<file path="config.mk">
export PLATFORM = sky130hd
export DESIGN_NAME = sad_stream_deserializer
export DESIGN_NICKNAME = d
export VERILOG_FILES = /design/src/rtl/mvdm_rx_pkg.sv /design/src/rtl/sad_frame_hold.sv /design/src/rtl/sad_stream_deserializer.sv
export SDC_FILE = /design/constraint.sdc
export NUM_CORES = 1
export LEC_CHECK = 0
export CELL_PAD_IN_SITES_DETAIL_PLACEMENT = 0
export CELL_PAD_IN_SITES_GLOBAL_PLACEMENT = 2
export CORE_MARGIN = 2
export CORE_UTILIZATION = 30
export CTS_CLUSTER_SIZE = 24
export DETAILED_ROUTE_END_ITERATION = 10
export GPL_TIMING_DRIVEN = 1
export PLACE_DENSITY_LB_ADDON = 0.1
export RECOVER_POWER = 100
export SLEW_MARGIN = 25
export SYNTH_ARGS = -nofsm -noshare
export SYNTH_HDL_FRONTEND = slang
export SYNTH_SLANG_ARGS = --single-unit
</file>
<file path="constraint.sdc">
create_clock -name clk -period 2.46 [get_ports clk]
set_input_delay 0.492 -clock clk [delete_from_list [all_inputs] [get_ports clk]]
set_output_delay 0.492 -clock clk [all_outputs]
set_load 0.01 [all_outputs]
</file>
<file path="src/rtl/mvdm_rx_pkg.sv">
// Shared types and sizes for the MVDM result-port receiver.
// Frame = two records of {mv_idx, sad}, sent MSB-first.
package mvdm_rx_pkg;

    localparam int FRAME_BITS = 56;
    localparam int REC_BITS   = 28;
    localparam int IDX_W      = 4;
    localparam int SAD_W      = 24;
    localparam int CNT_W      = $clog2(FRAME_BITS);

    typedef enum logic {
        IDLE  = 1'b0,
        SHIFT = 1'b1
    } state_e;

    typedef struct packed {
        logic [IDX_W-1:0] idx;
        logic [SAD_W-1:0] sad;
    } rec_t;

endpackage

</file>
<file path="src/rtl/sad_frame_hold.sv">
// Holding register for a completed frame with pending/ack and overrun flag.
// Ports: load/load_data from the shifter, ack from consumer; pending, data, overrun out.
module sad_frame_hold #(
    parameter int W = 56
) (
    input  logic         clk,
    input  logic         rst_n,
    input  logic         load,
    input  logic [W-1:0] load_data,
    input  logic         ack,
    output logic         pending,
    output logic [W-1:0] data,
    output logic         overrun
);

    logic         pending_q, pending_d;
    logic [W-1:0] data_q, data_d;
    logic         overrun_q, overrun_d;

    always_comb begin
        pending_d = pending_q;
        data_d    = data_q;
        overrun_d = overrun_q;
        if (ack && pending_q) begin
            pending_d = 1'b0;
        end
        if (load) begin
            pending_d = 1'b1;
            data_d    = load_data;
            // An ack in the same cycle consumes the old frame, so no loss.
            if (pending_q && !ack) begin
                overrun_d = 1'b1;
            end
        end
    end

    always_ff @(posedge clk or negedge rst_n) begin
        if (!rst_n) begin
            pending_q <= 1'b0;
            data_q    <= '0;
            overrun_q <= 1'b0;
        end else begin
            pending_q <= pending_d;
            data_q    <= data_d;
            overrun_q <= overrun_d;
        end
    end

    assign pending = pending_q;
    assign data    = data_q;
    assign overrun = overrun_q;

endmodule

</file>
<file path="src/rtl/sad_stream_deserializer.sv">
// Reassembles MSB-first serial result frames and splits them into two records.
// Ports: ser_valid/ser_bit in, frame_ack in; frame_pending/frame_data/idx/sad, err flags, frame_cnt out.
module sad_stream_deserializer
    import mvdm_rx_pkg::*;
(
    input  logic                  clk,
    input  logic                  rst_n,
    input  logic                  ser_valid,
    input  logic                  ser_bit,
    input  logic                  frame_ack,
    output logic                  frame_pending,
    output logic [FRAME_BITS-1:0] frame_data,
    output logic [IDX_W-1:0]      idx0,
    output logic [SAD_W-1:0]      sad0,
    output logic [IDX_W-1:0]      idx1,
    output logic [SAD_W-1:0]      sad1,
    output logic                  err_short,
    output logic                  err_overrun,
    output logic [15:0]           frame_cnt
);

    localparam logic [CNT_W-1:0] LAST = CNT_W'(FRAME_BITS - 1);

    state_e                state_q, state_d;
    logic [CNT_W-1:0]      bit_cnt_q, bit_cnt_d;
    // Only FRAME_BITS-1 bits are stored; the final bit comes straight from ser_bit.
    logic [FRAME_BITS-2:0] shreg_q, shreg_d;
    logic                  err_short_q, err_short_d;
    logic [15:0]           frame_cnt_q, frame_cnt_d;
    logic                  done;
    logic [FRAME_BITS-1:0] new_frame;
    rec_t                  rec0, rec1;

    assign new_frame = {shreg_q, ser_bit};

    always_comb begin
        state_d     = state_q;
        bit_cnt_d   = bit_cnt_q;
        shreg_d     = shreg_q;
        err_short_d = 1'b0;
        done        = 1'b0;
        unique case (state_q)
            IDLE: begin
                if (ser_valid) begin
                    shreg_d   = {{(FRAME_BITS-2){1'b0}}, ser_bit};
                    bit_cnt_d = CNT_W'(1);
                    state_d   = SHIFT;
                end
            end
            SHIFT: begin
                if (ser_valid) begin
                    if (bit_cnt_q == LAST) begin
                        done      = 1'b1;
                        bit_cnt_d = '0;
                        state_d   = IDLE;
                    end else begin
                        shreg_d   = {shreg_q[FRAME_BITS-3:0], ser_bit};
                        bit_cnt_d = bit_cnt_q + CNT_W'(1);
                    end
                end else begin
                    err_short_d = 1'b1;
                    bit_cnt_d   = '0;
                    state_d     = IDLE;
                end
            end
            default: state_d = IDLE;
        endcase
        frame_cnt_d = frame_cnt_q + {15'd0, done};
    end

    always_ff @(posedge clk or negedge rst_n) begin
        if (!rst_n) begin
            state_q     <= IDLE;
            bit_cnt_q   <= '0;
            shreg_q     <= '0;
            err_short_q <= 1'b0;
            frame_cnt_q <= '0;
        end else begin
            state_q     <= state_d;
            bit_cnt_q   <= bit_cnt_d;
            shreg_q     <= shreg_d;
            err_short_q <= err_short_d;
            frame_cnt_q <= frame_cnt_d;
        end
    end

    sad_frame_hold #(
        .W (FRAME_BITS)
    ) u_hold (
        .clk       (clk),
        .rst_n     (rst_n),
        .load      (done),
        .load_data (new_frame),
        .ack       (frame_ack),
        .pending   (frame_pending),
        .data      (frame_data),
        .overrun   (err_overrun)
    );

    assign rec0      = frame_data[FRAME_BITS-1:REC_BITS];
    assign rec1      = frame_data[REC_BITS-1:0];
    assign idx0      = rec0.idx;
    assign sad0      = rec0.sad;
    assign idx1      = rec1.idx;
    assign sad1      = rec1.sad;
    assign err_short = err_short_q;
    assign frame_cnt = frame_cnt_q;

endmodule

</file>
==> results_tabular.tex <==
\begin{tabular}{lr}
\hline
Metric & Value \\
\hline
\multicolumn{2}{l}{\textbf{Critical path}} \\
\quad Critical Path RT & around 2800 ps \\
\quad Reg2reg setup slack & 270 ps \\
\quad Data arrival time of the critical path & 2530 ps \\
\quad Startpoint class of the critical path & register \\
\quad CP Capture Type & register \\
\quad Critical path peak fanout & 4 \\
\quad Path type of the worst setup path & register to register \\
\multicolumn{2}{l}{\textbf{Die}} \\
\quad Initial core utilization & 30.4\% \\
\quad Die boundary width & 150 um \\
\quad Die area & roughly 22000 um2 \\
\quad Ports placed on the boundary & roughly 140 \\
\quad Height of the die & 150 um \\
\quad Number of rows created at floorplan & 53 \\
\quad Core area & 21000 um2 \\
\multicolumn{2}{l}{\textbf{Pwr}} \\
\quad Sw power & about 1.1 mW \\
\quad Power share of the clock group & 53.2\% \\
\quad Worst ir drop on vdd & about 310 uV \\
\quad Switching share of power & 20.6\% \\
\quad Total leakage power & slightly below 4 nW \\
\quad Combinational power share & 3.0\% \\
\quad Cell Int Power & between 4 and 5 mW \\
\quad Part of the power in registers & about 44\% \\
\quad Pwr Density & between 600 and 700 nW/um2 \\
\multicolumn{2}{l}{\textbf{Place}} \\
\quad Number of input and output port buffers inserted & 135 \\
\quad Weighted congestion at the end of routability-driven global placement & roughly 0.73 \\
\quad Post-DP HPWL & 9170 um \\
\quad Inst Count DP & 895 \\
\multicolumn{2}{l}{\textbf{Clock tree}} \\
\quad Library cell used as clock root buffer & sky130\_fd\_sc\_hd\_\_clkbuf\_16 \\
\quad Clock slew at reported path FFs & about 60 ps \\
\quad Number of H-tree levels & 4 \\
\quad Clk\_lat worst skew & 420 ps \\
\quad Number of hold buffers added after CTS & 0 \\
\quad TritonCTS sink count & 137 \\
\quad Number of buffers created by CTS & 17 \\
\quad Number of buffers inserted to repair setup after CTS & 0 \\
\quad Clock tree from TritonCTS & done \\
\quad CTS resizes & 0 \\
\quad Clk buf depth & 2 \\
\multicolumn{2}{l}{\textbf{Global routing}} \\
\quad Sum of overflow across all layers after global routing & 0 \\
\quad Total global-route track usage & 14.4\% \\
\quad Maximum number of pins on one net before global-route repair & 61 \\
\quad Antenna violations before repair & 0 \\
\quad Global-route wire length before repair & 25200 um \\
\quad Vias in the first global route & 4687 \\
\multicolumn{2}{l}{\textbf{Synth}} \\
\quad Mean instance size in the synthesized netlist & 11.2 um2 \\
\quad Yosys Warn Count & 0 \\
\quad Flip-flop and latch count after synthesis & 137 \\
\quad Area contributors post-synth & sky130\_fd\_sc\_hd\_\_dfrtp\_1, sky130\_fd\_sc\_hd\_\_mux2\_2, sky130\_fd\_sc\_hd\_\_buf\_4 \\
\quad Share of flip-flops with an asynchronous set or reset after synthesis & 100\% \\
\quad Dominant cell type by area after synthesis & sky130\_fd\_sc\_hd\_\_dfrtp\_1 \\
\quad EDFF count, synth & 0 \\
\quad Top flip-flop cell by instance count after synthesis & sky130\_fd\_sc\_hd\_\_dfrtp\_1 \\
\quad Share of Yosys cell area claimed by the top area cell type & 53.9\% \\
\quad Synth Cell Area & about 6400 um2 \\
\quad Most frequent cells after synthesis & sky130\_fd\_sc\_hd\_\_dfrtp\_1, sky130\_fd\_sc\_hd\_\_nand2\_1, sky130\_fd\_sc\_hd\_\_nand4\_1, sky130\_fd\_sc\_hd\_\_buf\_4, sky130\_fd\_sc\_hd\_\_mux2\_2 \\
\quad Sequential cell area fraction in the yosys report & 53.9\% \\
\quad Count of cell types in the netlist & 43 \\
\quad Synthesized instance count & 566 \\
\quad Post-Syn Nets & 574 \\
\quad Most common cell in the netlist & sky130\_fd\_sc\_hd\_\_dfrtp\_1 \\
\multicolumn{2}{l}{\textbf{STA}} \\
\quad Transition time at the pin with the least slew margin & 1580 ps \\
\quad Maximum clock frequency & 456 MHz \\
\quad Total count of hold-check failures in the final report & 0 \\
\quad Worst slew margin relative to its limit & -5.61\% \\
\quad Final Skew & 10.8 ps \\
\quad Fin. max-slew vios & 59 \\
\quad Setup repair after global routing missed its margin & no \\
\quad Post-route minimum period & 2190 ps \\
\quad Crit share post-route & 89.2\% \\
\quad Summed negative setup slack over all endpoints & 0 ps \\
\quad Final setup violating endpoints & 0 \\
\multicolumn{2}{l}{\textbf{Min path}} \\
\quad HP Class & register to register \\
\multicolumn{2}{l}{\textbf{Routing}} \\
\quad DR vias/cell & about 5 \\
\quad Final wirelength & 15600 um \\
\quad Total iterations of the first detailed-routing run & 4 \\
\quad Count of nets left with antenna violations after detail routing & 0 \\
\quad Violation count after the first detailed-route iteration & about 220 \\
\quad Vias & between 4000 and 5000 \\
\quad Remaining design rule violation count & 0 \\
\quad Average wire per cell in the routed design & 16.8 um \\
\multicolumn{2}{l}{\textbf{Flow run}} \\
\quad Number of max-capacitance violations reported & 1 \\
\multicolumn{2}{l}{\textbf{Final layout}} \\
\quad Non-filler instance count after layout & between 900 and 1000 \\
\quad Share of post-route cells with drive strength above 1 & 16.0\% \\
\quad Layout overhead on the synthesized area & 28.8\% \\
\quad Nets & 647 \\
\quad Filler cells & 2060 \\
\quad Antenna diode count & 0 \\
\multicolumn{2}{l}{\textbf{Outcome}} \\
\quad Result of the run & complete, but fails checks \\
\quad Violations in the final reports & max-capacitance violations, max-slew violations \\
\hline
\end{tabular}
[state kept, by name (all words and copies together) (netlist names)]
register        cells
err_short           1
u_hold.pending      1
bit_cnt_q           6
u_hold.data        56
frame_cnt          16
shreg_q            55
state_q             1
u_hold.overrun      1
[critical path, stage by stage, from the launching register on]
cell and delay [ps]:
sky130_fd_sc_hd__dfrtp_1 390, sky130_fd_sc_hd__ha_1 180, sky130_fd_sc_hd__and4b_1 260, sky130_fd_sc_hd__nand3_4 100, sky130_fd_sc_hd__inv_1 70, sky130_fd_sc_hd__ha_1 160, sky130_fd_sc_hd__ha_1 230, sky130_fd_sc_hd__nand3_1 190
sky130_fd_sc_hd__nor4_1 360, sky130_fd_sc_hd__xor2_1 170
[layout by cell type (no fill, tap or decap), types with 2 or more instances in the layout]
cell type / instances
sky130_fd_sc_hd__dfrtp_1: 135
sky130_fd_sc_hd__dlygate4sd3_1: 131
sky130_fd_sc_hd__nand2_1: 63
sky130_fd_sc_hd__nand4_1: 57
sky130_fd_sc_hd__mux2_2: 50
sky130_fd_sc_hd__inv_1: 34
sky130_fd_sc_hd__o221ai_1: 28
sky130_fd_sc_hd__o311ai_0: 25
sky130_fd_sc_hd__clkbuf_16: 17
sky130_fd_sc_hd__buf_4: 11
sky130_fd_sc_hd__xor2_1: 10
sky130_fd_sc_hd__nand3_1: 7
sky130_fd_sc_hd__mux2_1: 7
sky130_fd_sc_hd__nor2_1: 6
sky130_fd_sc_hd__nor4_1: 5
sky130_fd_sc_hd__nor3_1: 5
sky130_fd_sc_hd__clkbuf_8: 5
sky130_fd_sc_hd__xnor2_1: 4
sky130_fd_sc_hd__bufinv_16: 4
sky130_fd_sc_hd__clkbuf_1: 4
sky130_fd_sc_hd__a21oi_1: 3
sky130_fd_sc_hd__ha_1: 3
sky130_fd_sc_hd__clkbuf_2: 3
sky130_fd_sc_hd__dfrtp_2: 2
sky130_fd_sc_hd__clkinv_2: 2
sky130_fd_sc_hd__clkdlybuf4s50_1: 2
sky130_fd_sc_hd__clkbuf_4: 2
[cell families after synthesis]
family | synth area share [%]
buf+inv | 11.8
simple gates | 12.3
compound gates | 8.94
mux | 10.7
xor+xnor | 1.93
fa+ha+maj | 0.590
flops | 53.9
[power by group through the flow]
stage               combinational (mW)  clock [mW]  sequential, mW
floorplan                       0.0638           0            2.32
global placement                 0.162           0            2.32
detailed placement               0.164           0            2.32
CTS                              0.164        2.84            2.28
global route                     0.175        2.95            2.28
finish                           0.154        2.77            2.28
[per-layer routing]
metal,up-vias,part of all wire [%],track usage (%)
met3,11,4.4,3.45
met2,109,47,23.5
li1,2154,-,-
met1,2393,47,19.0
met4,0,1.2,4.53
met5,-,0,0
[final timing paths]
| path | startpoint | to | depth (start not counted) |
|---|---|---|---|
| max | bit_cnt_q[0]$_DFFE_PN0P_ | frame_cnt[14]$_DFF_PN0_ | 9 |
| min | u_hold.overrun$_DFFE_PN0P_ | u_hold.overrun$_DFFE_PN0P_ | 1 |
| max reg2reg | bit_cnt_q[0]$_DFFE_PN0P_ | frame_cnt[14]$_DFF_PN0_ | 9 |
| min reg2reg | u_hold.overrun$_DFFE_PN0P_ | u_hold.overrun$_DFFE_PN0P_ | 1 |
| max in group asynchronous | rst_n | state_q$_DFF_PN0_ | 2 |
| min in group asynchronous | rst_n | frame_cnt[5]$_DFF_PN0_ | 1 |
[area by class of cell]
cell class	instances	area, um2	share of cell area (%)
repair buffers	153	1480	18.0
well taps	275	344	4.20
clock buffers	24	502	6.12
multi-input cells	295	2170	26.5
inverters	35	131	1.60
flip-flops and latches	137	3430	41.9
clock inverters	7	138	1.68
[per-stage QoR]
| stage | power [mW] | instance area (um2) | worst slack [ps] | hold slack (ps) | utilization (%) |
|---|---|---|---|---|---|
| 4_1_cts | 5.29 | 8260 | 259 | 72.0 | 39.4 |
| 6_report | 5.20 | 8200 | 265 | 470 | 39.1 |
| 5_1_grt | 5.41 | 8200 | 105 | 490 | 39.1 |
| 3_5_place_dp | 2.48 | 7620 | 258 | 466 | 36.4 |
| 2_1_floorplan | 2.38 | 6370 | 76.9 | 196 | - |
| 3_3_place_gp | 2.48 | 7620 | 292 | 458 | 36.4 |
Note: power is estimated with default switching activity, not from simulation.
